File: src/rtl/mqc_pkg.sv
// Framing constants, trailer layout and receiver FSM states shared by the capture-buffer
// write and read sides.
package mqc_pkg;

  localparam int unsigned pBLK_LEN = 1024;
  localparam int unsigned pCH_NUM  = 17;
  localparam logic [15:0] pMAGIC   = 16'hAFA;

  localparam int unsigned CH_W   = 5;
  localparam int unsigned IDX_W  = 10;
  localparam int unsigned SMP_W  = 12;

  localparam logic [CH_W-1:0]  CH_LAST  = CH_W'(pCH_NUM - 1);
  localparam logic [IDX_W-1:0] IDX_LAST = IDX_W'(pBLK_LEN - 1);

  // Trailer word: PAD [31:21], CH [20:16], MAGIC [15:0]
  typedef struct packed {
    logic [10:0]     pad;
    logic [CH_W-1:0] ch;
    logic [15:0]     magic;
  } trailer_t;

  typedef enum logic [1:0] {
    S_IDLE = 2'd0,
    S_HUNT = 2'd1,
    S_LOCK = 2'd2,
    S_IQ   = 2'd3
  } state_t;

endpackage

File: src/rtl/mqc_trailer_chk.sv
// Combinational trailer decode: trailer form, channel field and channel range.
module mqc_trailer_chk
  import mqc_pkg::*;
(
  input  logic [31:0]     word,
  output logic            is_trailer_c,
  output logic [CH_W-1:0] ch_c,
  output logic            ch_ok_c
);

  trailer_t trl;

  assign trl          = trailer_t'(word);
  assign is_trailer_c = (trl.pad == '0) && (trl.magic == pMAGIC);
  assign ch_c         = trl.ch;
  assign ch_ok_c      = (trl.ch <= CH_LAST);

endmodule

File: src/rtl/mqc_r_deframer.sv
// DSP-side capture-buffer receiver: recovers tagged service-channel blocks with trailer
// lock tracking, or unpacks IQ captures into 12-bit re/im samples.
module mqc_r_deframer
  import mqc_pkg::*;
#(
  parameter int unsigned pDAT_W  = 32,
  parameter int unsigned pIQ_NUM = 163800
) (
  input  logic                iclk_dsp,
  input  logic                ireset,
  input  logic                istart,
  input  logic                imode_iq,
  input  logic                ivalid,
  input  logic [pDAT_W/2-1:0] idata_0,
  input  logic [pDAT_W/2-1:0] idata_1,
  output logic                ovalid,
  output logic [CH_W-1:0]     ochan,
  output logic [IDX_W-1:0]    oidx,
  output logic [pDAT_W-1:0]   odata,
  output logic                oiq_valid,
  output logic [SMP_W-1:0]    ore,
  output logic [SMP_W-1:0]    oim,
  output logic                olocked,
  output logic                oblk_ok,
  output logic                oblk_err,
  output logic                oframe_done,
  output logic [15:0]         oerr_cnt
);

  localparam int unsigned HALF_W = pDAT_W / 2;
  localparam int unsigned CNT_W  = $clog2(pIQ_NUM + 1);
  localparam logic [CNT_W-1:0] IQ_LAST = CNT_W'(pIQ_NUM - 1);

  logic [pDAT_W-1:0] word;
  logic              is_trailer;
  logic [CH_W-1:0]   trl_ch;
  logic              trl_ch_ok;

  state_t            state, state_nxt, st_e;
  logic [IDX_W-1:0]  widx, widx_nxt, widx_e;
  logic [CH_W-1:0]   exp_ch, exp_nxt, exp_e;
  logic [CNT_W-1:0]  iqcnt, iq_nxt, iq_e;

  logic              valid_nxt, iq_valid_nxt, ok_nxt, done_nxt, err_hit, locked_nxt;
  logic [CH_W-1:0]   chan_nxt;
  logic [IDX_W-1:0]  idx_nxt;
  logic [pDAT_W-1:0] data_nxt;
  logic [SMP_W-1:0]  re_nxt, im_nxt;
  logic [15:0]       cnt_nxt;
  logic              sign_ok;

  assign word = {idata_0, idata_1};

  // Each 12-bit sample must be sign-extended through the top of its half
  assign sign_ok = ((&word[pDAT_W-1:HALF_W+SMP_W-1]) || (~|word[pDAT_W-1:HALF_W+SMP_W-1])) &&
                   ((&word[HALF_W-1:SMP_W-1])       || (~|word[HALF_W-1:SMP_W-1]));

  mqc_trailer_chk u_trailer_chk (
    .word         (word),
    .is_trailer_c (is_trailer),
    .ch_c         (trl_ch),
    .ch_ok_c      (trl_ch_ok)
  );

  // Next-state and output decode; istart re-bases the readout before a same-cycle word
  always_comb begin
    st_e   = state;
    widx_e = widx;
    exp_e  = exp_ch;
    iq_e   = iqcnt;
    if (istart) begin
      st_e   = imode_iq ? S_IQ : S_LOCK;
      widx_e = '0;
      exp_e  = '0;
      iq_e   = '0;
    end

    state_nxt    = st_e;
    widx_nxt     = widx_e;
    exp_nxt      = exp_e;
    iq_nxt       = iq_e;
    valid_nxt    = 1'b0;
    iq_valid_nxt = 1'b0;
    ok_nxt       = 1'b0;
    done_nxt     = 1'b0;
    err_hit      = 1'b0;
    chan_nxt     = ochan;
    idx_nxt      = oidx;
    data_nxt     = odata;
    re_nxt       = ore;
    im_nxt       = oim;

    if (ivalid) begin
      case (st_e)
        S_LOCK: begin
          if (widx_e != IDX_LAST) begin
            valid_nxt = 1'b1;
            chan_nxt  = exp_e;
            idx_nxt   = widx_e;
            data_nxt  = word;
            widx_nxt  = widx_e + 1'b1;
          end else begin
            widx_nxt = '0;
            if (is_trailer && (trl_ch == exp_e)) begin
              ok_nxt   = 1'b1;
              done_nxt = (exp_e == CH_LAST);
              exp_nxt  = (exp_e == CH_LAST) ? '0 : exp_e + 1'b1;
            end else begin
              err_hit   = 1'b1;
              state_nxt = S_HUNT;
            end
          end
        end
        S_HUNT: begin
          if (is_trailer && trl_ch_ok) begin
            exp_nxt   = (trl_ch == CH_LAST) ? '0 : trl_ch + 1'b1;
            widx_nxt  = '0;
            state_nxt = S_LOCK;
          end
        end
        S_IQ: begin
          iq_valid_nxt = 1'b1;
          re_nxt       = word[HALF_W+SMP_W-1:HALF_W];
          im_nxt       = word[SMP_W-1:0];
          err_hit      = !sign_ok;
          iq_nxt       = iq_e + 1'b1;
          if (iq_e == IQ_LAST) begin
            done_nxt  = 1'b1;
            state_nxt = S_IDLE;
          end
        end
        default: ;
      endcase
    end

    cnt_nxt = oerr_cnt;
    if (err_hit && (oerr_cnt != '1)) cnt_nxt = oerr_cnt + 1'b1;
    locked_nxt = (state_nxt == S_LOCK);
  end

  // State and registered outputs
  always_ff @(posedge iclk_dsp or negedge ireset) begin
    if (!ireset) begin
      state       <= S_IDLE;
      widx        <= '0;
      exp_ch      <= '0;
      iqcnt       <= '0;
      ovalid      <= 1'b0;
      ochan       <= '0;
      oidx        <= '0;
      odata       <= '0;
      oiq_valid   <= 1'b0;
      ore         <= '0;
      oim         <= '0;
      olocked     <= 1'b0;
      oblk_ok     <= 1'b0;
      oblk_err    <= 1'b0;
      oframe_done <= 1'b0;
      oerr_cnt    <= '0;
    end else begin
      state       <= state_nxt;
      widx        <= widx_nxt;
      exp_ch      <= exp_nxt;
      iqcnt       <= iq_nxt;
      ovalid      <= valid_nxt;
      ochan       <= chan_nxt;
      oidx        <= idx_nxt;
      odata       <= data_nxt;
      oiq_valid   <= iq_valid_nxt;
      ore         <= re_nxt;
      oim         <= im_nxt;
      olocked     <= locked_nxt;
      oblk_ok     <= ok_nxt;
      oblk_err    <= err_hit;
      oframe_done <= done_nxt;
      oerr_cnt    <= cnt_nxt;
    end
  end

endmodule

File: config.mk
export PLATFORM = sky130hd
export DESIGN_NAME = mqc_r_deframer
export DESIGN_NICKNAME = d
export VERILOG_FILES = /design/src/rtl/mqc_pkg.sv /design/src/rtl/mqc_trailer_chk.sv /design/src/rtl/mqc_r_deframer.sv
export SDC_FILE = /design/constraint.sdc
export NUM_CORES = 1
export LEC_CHECK = 0
export BUFFER_PORTS_ARGS = -buffer_cell sky130_fd_sc_hd__buf_2
export CAP_MARGIN = 20
export CORE_MARGIN = 8
export CORE_UTILIZATION = 30
export DETAILED_ROUTE_END_ITERATION = 10
export PLACE_DENSITY = 0.46
export SETUP_SLACK_MARGIN = 0.2
export SLEW_MARGIN = 20
export SYNTH_ARGS = -nofsm -noshare
export SYNTH_HDL_FRONTEND = slang
export SYNTH_SLANG_ARGS = --single-unit
File: constraint.sdc
create_clock -name iclk_dsp -period 3.2 [get_ports iclk_dsp]
set_clock_uncertainty 0.1 [all_clocks]
set_input_delay 0.16 -clock iclk_dsp [delete_from_list [all_inputs] [get_ports iclk_dsp]]
set_output_delay 0.16 -clock iclk_dsp [all_outputs]
set_load 0.005 [all_outputs]
==> results.tsv <==
stage	metric	value	unit
critical_path	Startpoint Class	input port	
drt	Pre-antenna DRT Iters	5	
timing	Final Hold Fails	0	
logic_synthesis	number of enable flip-flop cells after synthesis	0	
logic_synthesis	Synth top area share	0.528	
critical_path	r2r setup slk	0.62	ns
logic_synthesis	Post-synth ARST share	1.00	
floorplanning	Placement Rows	52	
critical_path	reg2reg start	widx[1]	
outcome	status	complete, no violations	
power_and_ir_drop	Cell Int Power	0.00336	W
global_routing	number of global-route vias before repair	5160	
critical_path	cells on worst reg2reg path	8	
cells_and_area	ratio of cells with drive above 1 in the final layout	0.291	
cells_and_area	flip-flop and latch area	0.00320	sq mm
global_routing	initial antenna violation count	0	
critical_path	worst path arrival time	2.90	ns
logic_synthesis	distinct cell type count after synthesis	57	
power_and_ir_drop	leakage	3.79	nW
drt	violation count after the first detailed-route iteration	273	
cells_and_area	Net count, final	804	
clock_tree	CTS tree	yes	
clock_tree	# clock sinks	128	
cells_and_area	diodes inserted	0	
logic_synthesis	dominant cells by area after synthesis	dfrtp_1 53%, mux2_2 7.1%, nand2_1 6.9%	
floorplanning	Starting Density	0.303	
drt	final wirelength	16.4	mm
hold_path	Hold Path Depth	3	
timing	Max Fclk	369	MHz
power_and_ir_drop	Max VDD drop	0.356	mV
power_and_ir_drop	pwr dens	592	mW/mm^2
placement	final weighted congestion in routability-driven placement	0.799	
logic_synthesis	Post-synth top flop	dfrtp_1	
logic_synthesis	leading area contributor after synthesis	dfrtp_1	
cells_and_area	commonest cells after routing, fill and taps aside	128 x dfrtp_1, 128 x buf_2, 110 x nand2_1	
cells_and_area	Filler Cell Count	2016	
clock_tree	TritonCTS Buffers	17	
placement	post-DP HPWL	12.0	mm
clock_tree	Clock Path Buffers	2	
power_and_ir_drop	Pwr Total	0.00469	W
drt	drt wl/cell	15.8	microns
clock_tree	CTS H-tree depth	4	
timing	Slew @ Worst Pin	0.584	ns
floorplanning	core area	0.0200	sq mm
power_and_ir_drop	register share of total power	0.428	
logic_synthesis	yosys warns	0	
floorplanning	die area	0.0250	sq mm
floorplanning	Ports	130	
logic_synthesis	Mapped Area	0.00606	sq mm
global_routing	pin count of the biggest net entering global routing	92	
timing	Setup TNS	0	ns
drt	DRC violations left	0	
global_routing	first-pass GRT wire length	27.2	mm
critical_path	CP cell instances	dlygate4sd3_1 > buf_2 > or4_4 > nor4_4 > nand2_4 > nor4_4 > o21bai_2 > a221o_1	
critical_path	Slowest cell on crit path	or4_4	
critical_path	CP Class	in -> reg	
logic_synthesis	syn_area_per_cell	10.3	sq um
power_and_ir_drop	Net Sw Frac	0.284	
critical_path	crit end category	flip-flop	
timing	Finish-stage setup viols	0	
critical_path	cell repeated most along the worst path	nor4_4	
critical_path	reg2reg end	exp_ch[2]	
timing	crit path time final	2.71	ns
critical_path	worst-path fanout max	8	
global_routing	gr ovfl total	0	
timing	RSZ-0062 raised after global routing	no	
logic_synthesis	Yosys reg bits	128	
drt	vias per cell	4.64	
floorplanning	Die H	158	microns
timing	Max-slew headroom	0.609	
hold_path	Hold EP	odata[17]	
logic_synthesis	Mapped Nets	635	
timing	Slew Viols, Final	0	
clock_tree	CTS resizes	0	
clock_tree	Clock Pin Slew Worst Setup and Hold Paths	0.06	ns
drt	antenna-violating nets left	0	
hold_path	Hold WC Path Type	in -> reg	
power_and_ir_drop	Psw	0.00133	W
timing	final period utilization	0.846	
drt	via count	4818	
placement	I/O Buffers	129	
power_and_ir_drop	combinational share of power	0.189	
hold_path	hold_sp	idata_0[1]	
critical_path	largest stage delay on the critical path	0.56	ns
power_and_ir_drop	Clock Power Share	0.383	
logic_synthesis	sequential element share of the synthesized area	0.528	
cells_and_area	multi-input logic area	0.00271	sq mm
cells_and_area	Area growth syn-to-layout	30.8	%
critical_path	Worst Path Required	3.39	ns
clock_tree	insertion delay to the later sink of the worst-skew pair	0.41	ns
clock_tree	root buffer cell	clkbuf_16	
floorplanning	Die Width	158	microns
logic_synthesis	Post-Syn Instances	587	
global_routing	All-Layer GR Usage	0.139	
flow_run	max_cap viols	0	
## through the flow
stage | instances | setup WS (ns) | cell area (sq um) | hold WS (ns) | utilization
floorplan | 587 | 0.509 | 6060 | -0.236 | -
global placement | 975 | 0.551 | 7060 | 0.0692 | 0.352
detailed placement | 975 | 0.390 | 7060 | 0.0723 | 0.352
CTS | 1039 | 0.474 | 7930 | 0.0453 | 0.396
global route | 1039 | 0.379 | 7930 | 0.0681 | 0.396
finish | 1039 | 0.493 | 7930 | 0.0540 | 0.396
## registers in the layout (all words and copies together), names as in the netlist, 10 cells and up
| signal | cells |
|---|---|
| oim | 12 |
| oidx | 10 |
| odata | 32 |
| iqcnt | 18 |
| oerr_cnt | 16 |
| widx | 10 |
| ore | 12 |
## what timing repair did
action	CTS	global route
setup buffers	0	0
hold endpoints to repair	88	0
hold buffers	32	0
## cell families (layout without fill, tap and decap cells)
| group | Yosys count | count (layout) | share of synthesized area |
|---|---|---|---|
| simple gates | 266 | 266 | 0.225 |
| buf+inv | 37 | 219 | 0.0252 |
| mux | 41 | 41 | 0.0755 |
| compound gates | 68 | 68 | 0.0718 |
| fa+ha+maj | 11 | 11 | 0.0227 |
| xor+xnor | 36 | 36 | 0.0520 |
| flops | 128 | 128 | 0.528 |
## cell type report
cell class / count / area share
multi-input combinational: 422 / 0.342
timing repair buffer: 172 / 0.136
sequential: 128 / 0.404
clock buffer: 18 / 0.0541
clock inverter: 14 / 0.0150
tap: 270 / 0.0426
inverter: 15 / 0.00710
## synthesized netlist by cell type, types with 2 or more instances
| cell | count |
|---|---|
| inv_1 | 14 |
| and3_1 | 10 |
| a22oi_1 | 2 |
| nand4bb_1 | 2 |
| nand2_1 | 111 |
| a21oi_1 | 12 |
| mux2_2 | 38 |
| nor4b_1 | 2 |
| a31oi_1 | 3 |
| nand3_1 | 24 |
| xor2_1 | 8 |
| buf_2 | 5 |
| nor3_1 | 10 |
| or4_4 | 2 |
| o31ai_1 | 2 |
| o21ai_0 | 30 |
| nor2_1 | 31 |
| a22o_1 | 2 |
| nor2b_1 | 17 |
| xnor2_1 | 28 |
| nand2b_1 | 17 |
| or4_1 | 2 |
| or2_2 | 4 |
| dfrtp_1 | 128 |
| nor4_4 | 3 |
| o21bai_1 | 2 |
| o22ai_1 | 2 |
| mux2i_1 | 3 |
| ha_1 | 11 |
| clkbuf_1 | 15 |
| nand4_1 | 14 |
| and4_1 | 2 |
| or3_1 | 4 |
| and2_1 | 4 |
## how the worst max path moves through the flow
stage / endpoint / from / slack [ns] / depth (start not counted)
after floorplan: ochan[3] / istart / 0.51 / 12
after global placement: widx[9] / istart / 0.55 / 10
after detailed placement: widx[9] / istart / 0.39 / 10
after CTS: oerr_cnt[1] / idata_0[11] / 0.47 / 9
after global routing: oerr_cnt[1] / idata_0[11] / 0.38 / 9
final: exp_ch[2] / idata_0[11] / 0.49 / 8
## power by group through the flow
stage | clock (W) | combinational, W | sequential, W
detailed placement | 0 | 0.000882 | 0.00203
global route | 0.00192 | 0.00100 | 0.00205
finish | 0.00180 | 0.000885 | 0.00201
global placement | 0 | 0.000879 | 0.00202
CTS | 0.00184 | 0.000911 | 0.00201
floorplan | 0 | 0.000392 | 0.00204
## critical path: cells and delay by family
kind | cells | cell delay [ns]
buffers and inverters | 2 | 0.66
AOI/OAI and AO/OA | 2 | 0.48
and+or+nand+nor | 4 | 1.60
## metal layers
layer  wire length (microns)  GRT usage  part of all wire  vias up
met5                       0          0                 0        -
met4                     207     0.0471             0.013        0
met2                    7410      0.215              0.45      128
met3                    1320     0.0543             0.080       18
met1                    7490      0.173              0.46     2322
li1                        -          -                 -     2350
Note: power is estimated with default switching activity, not from simulation.
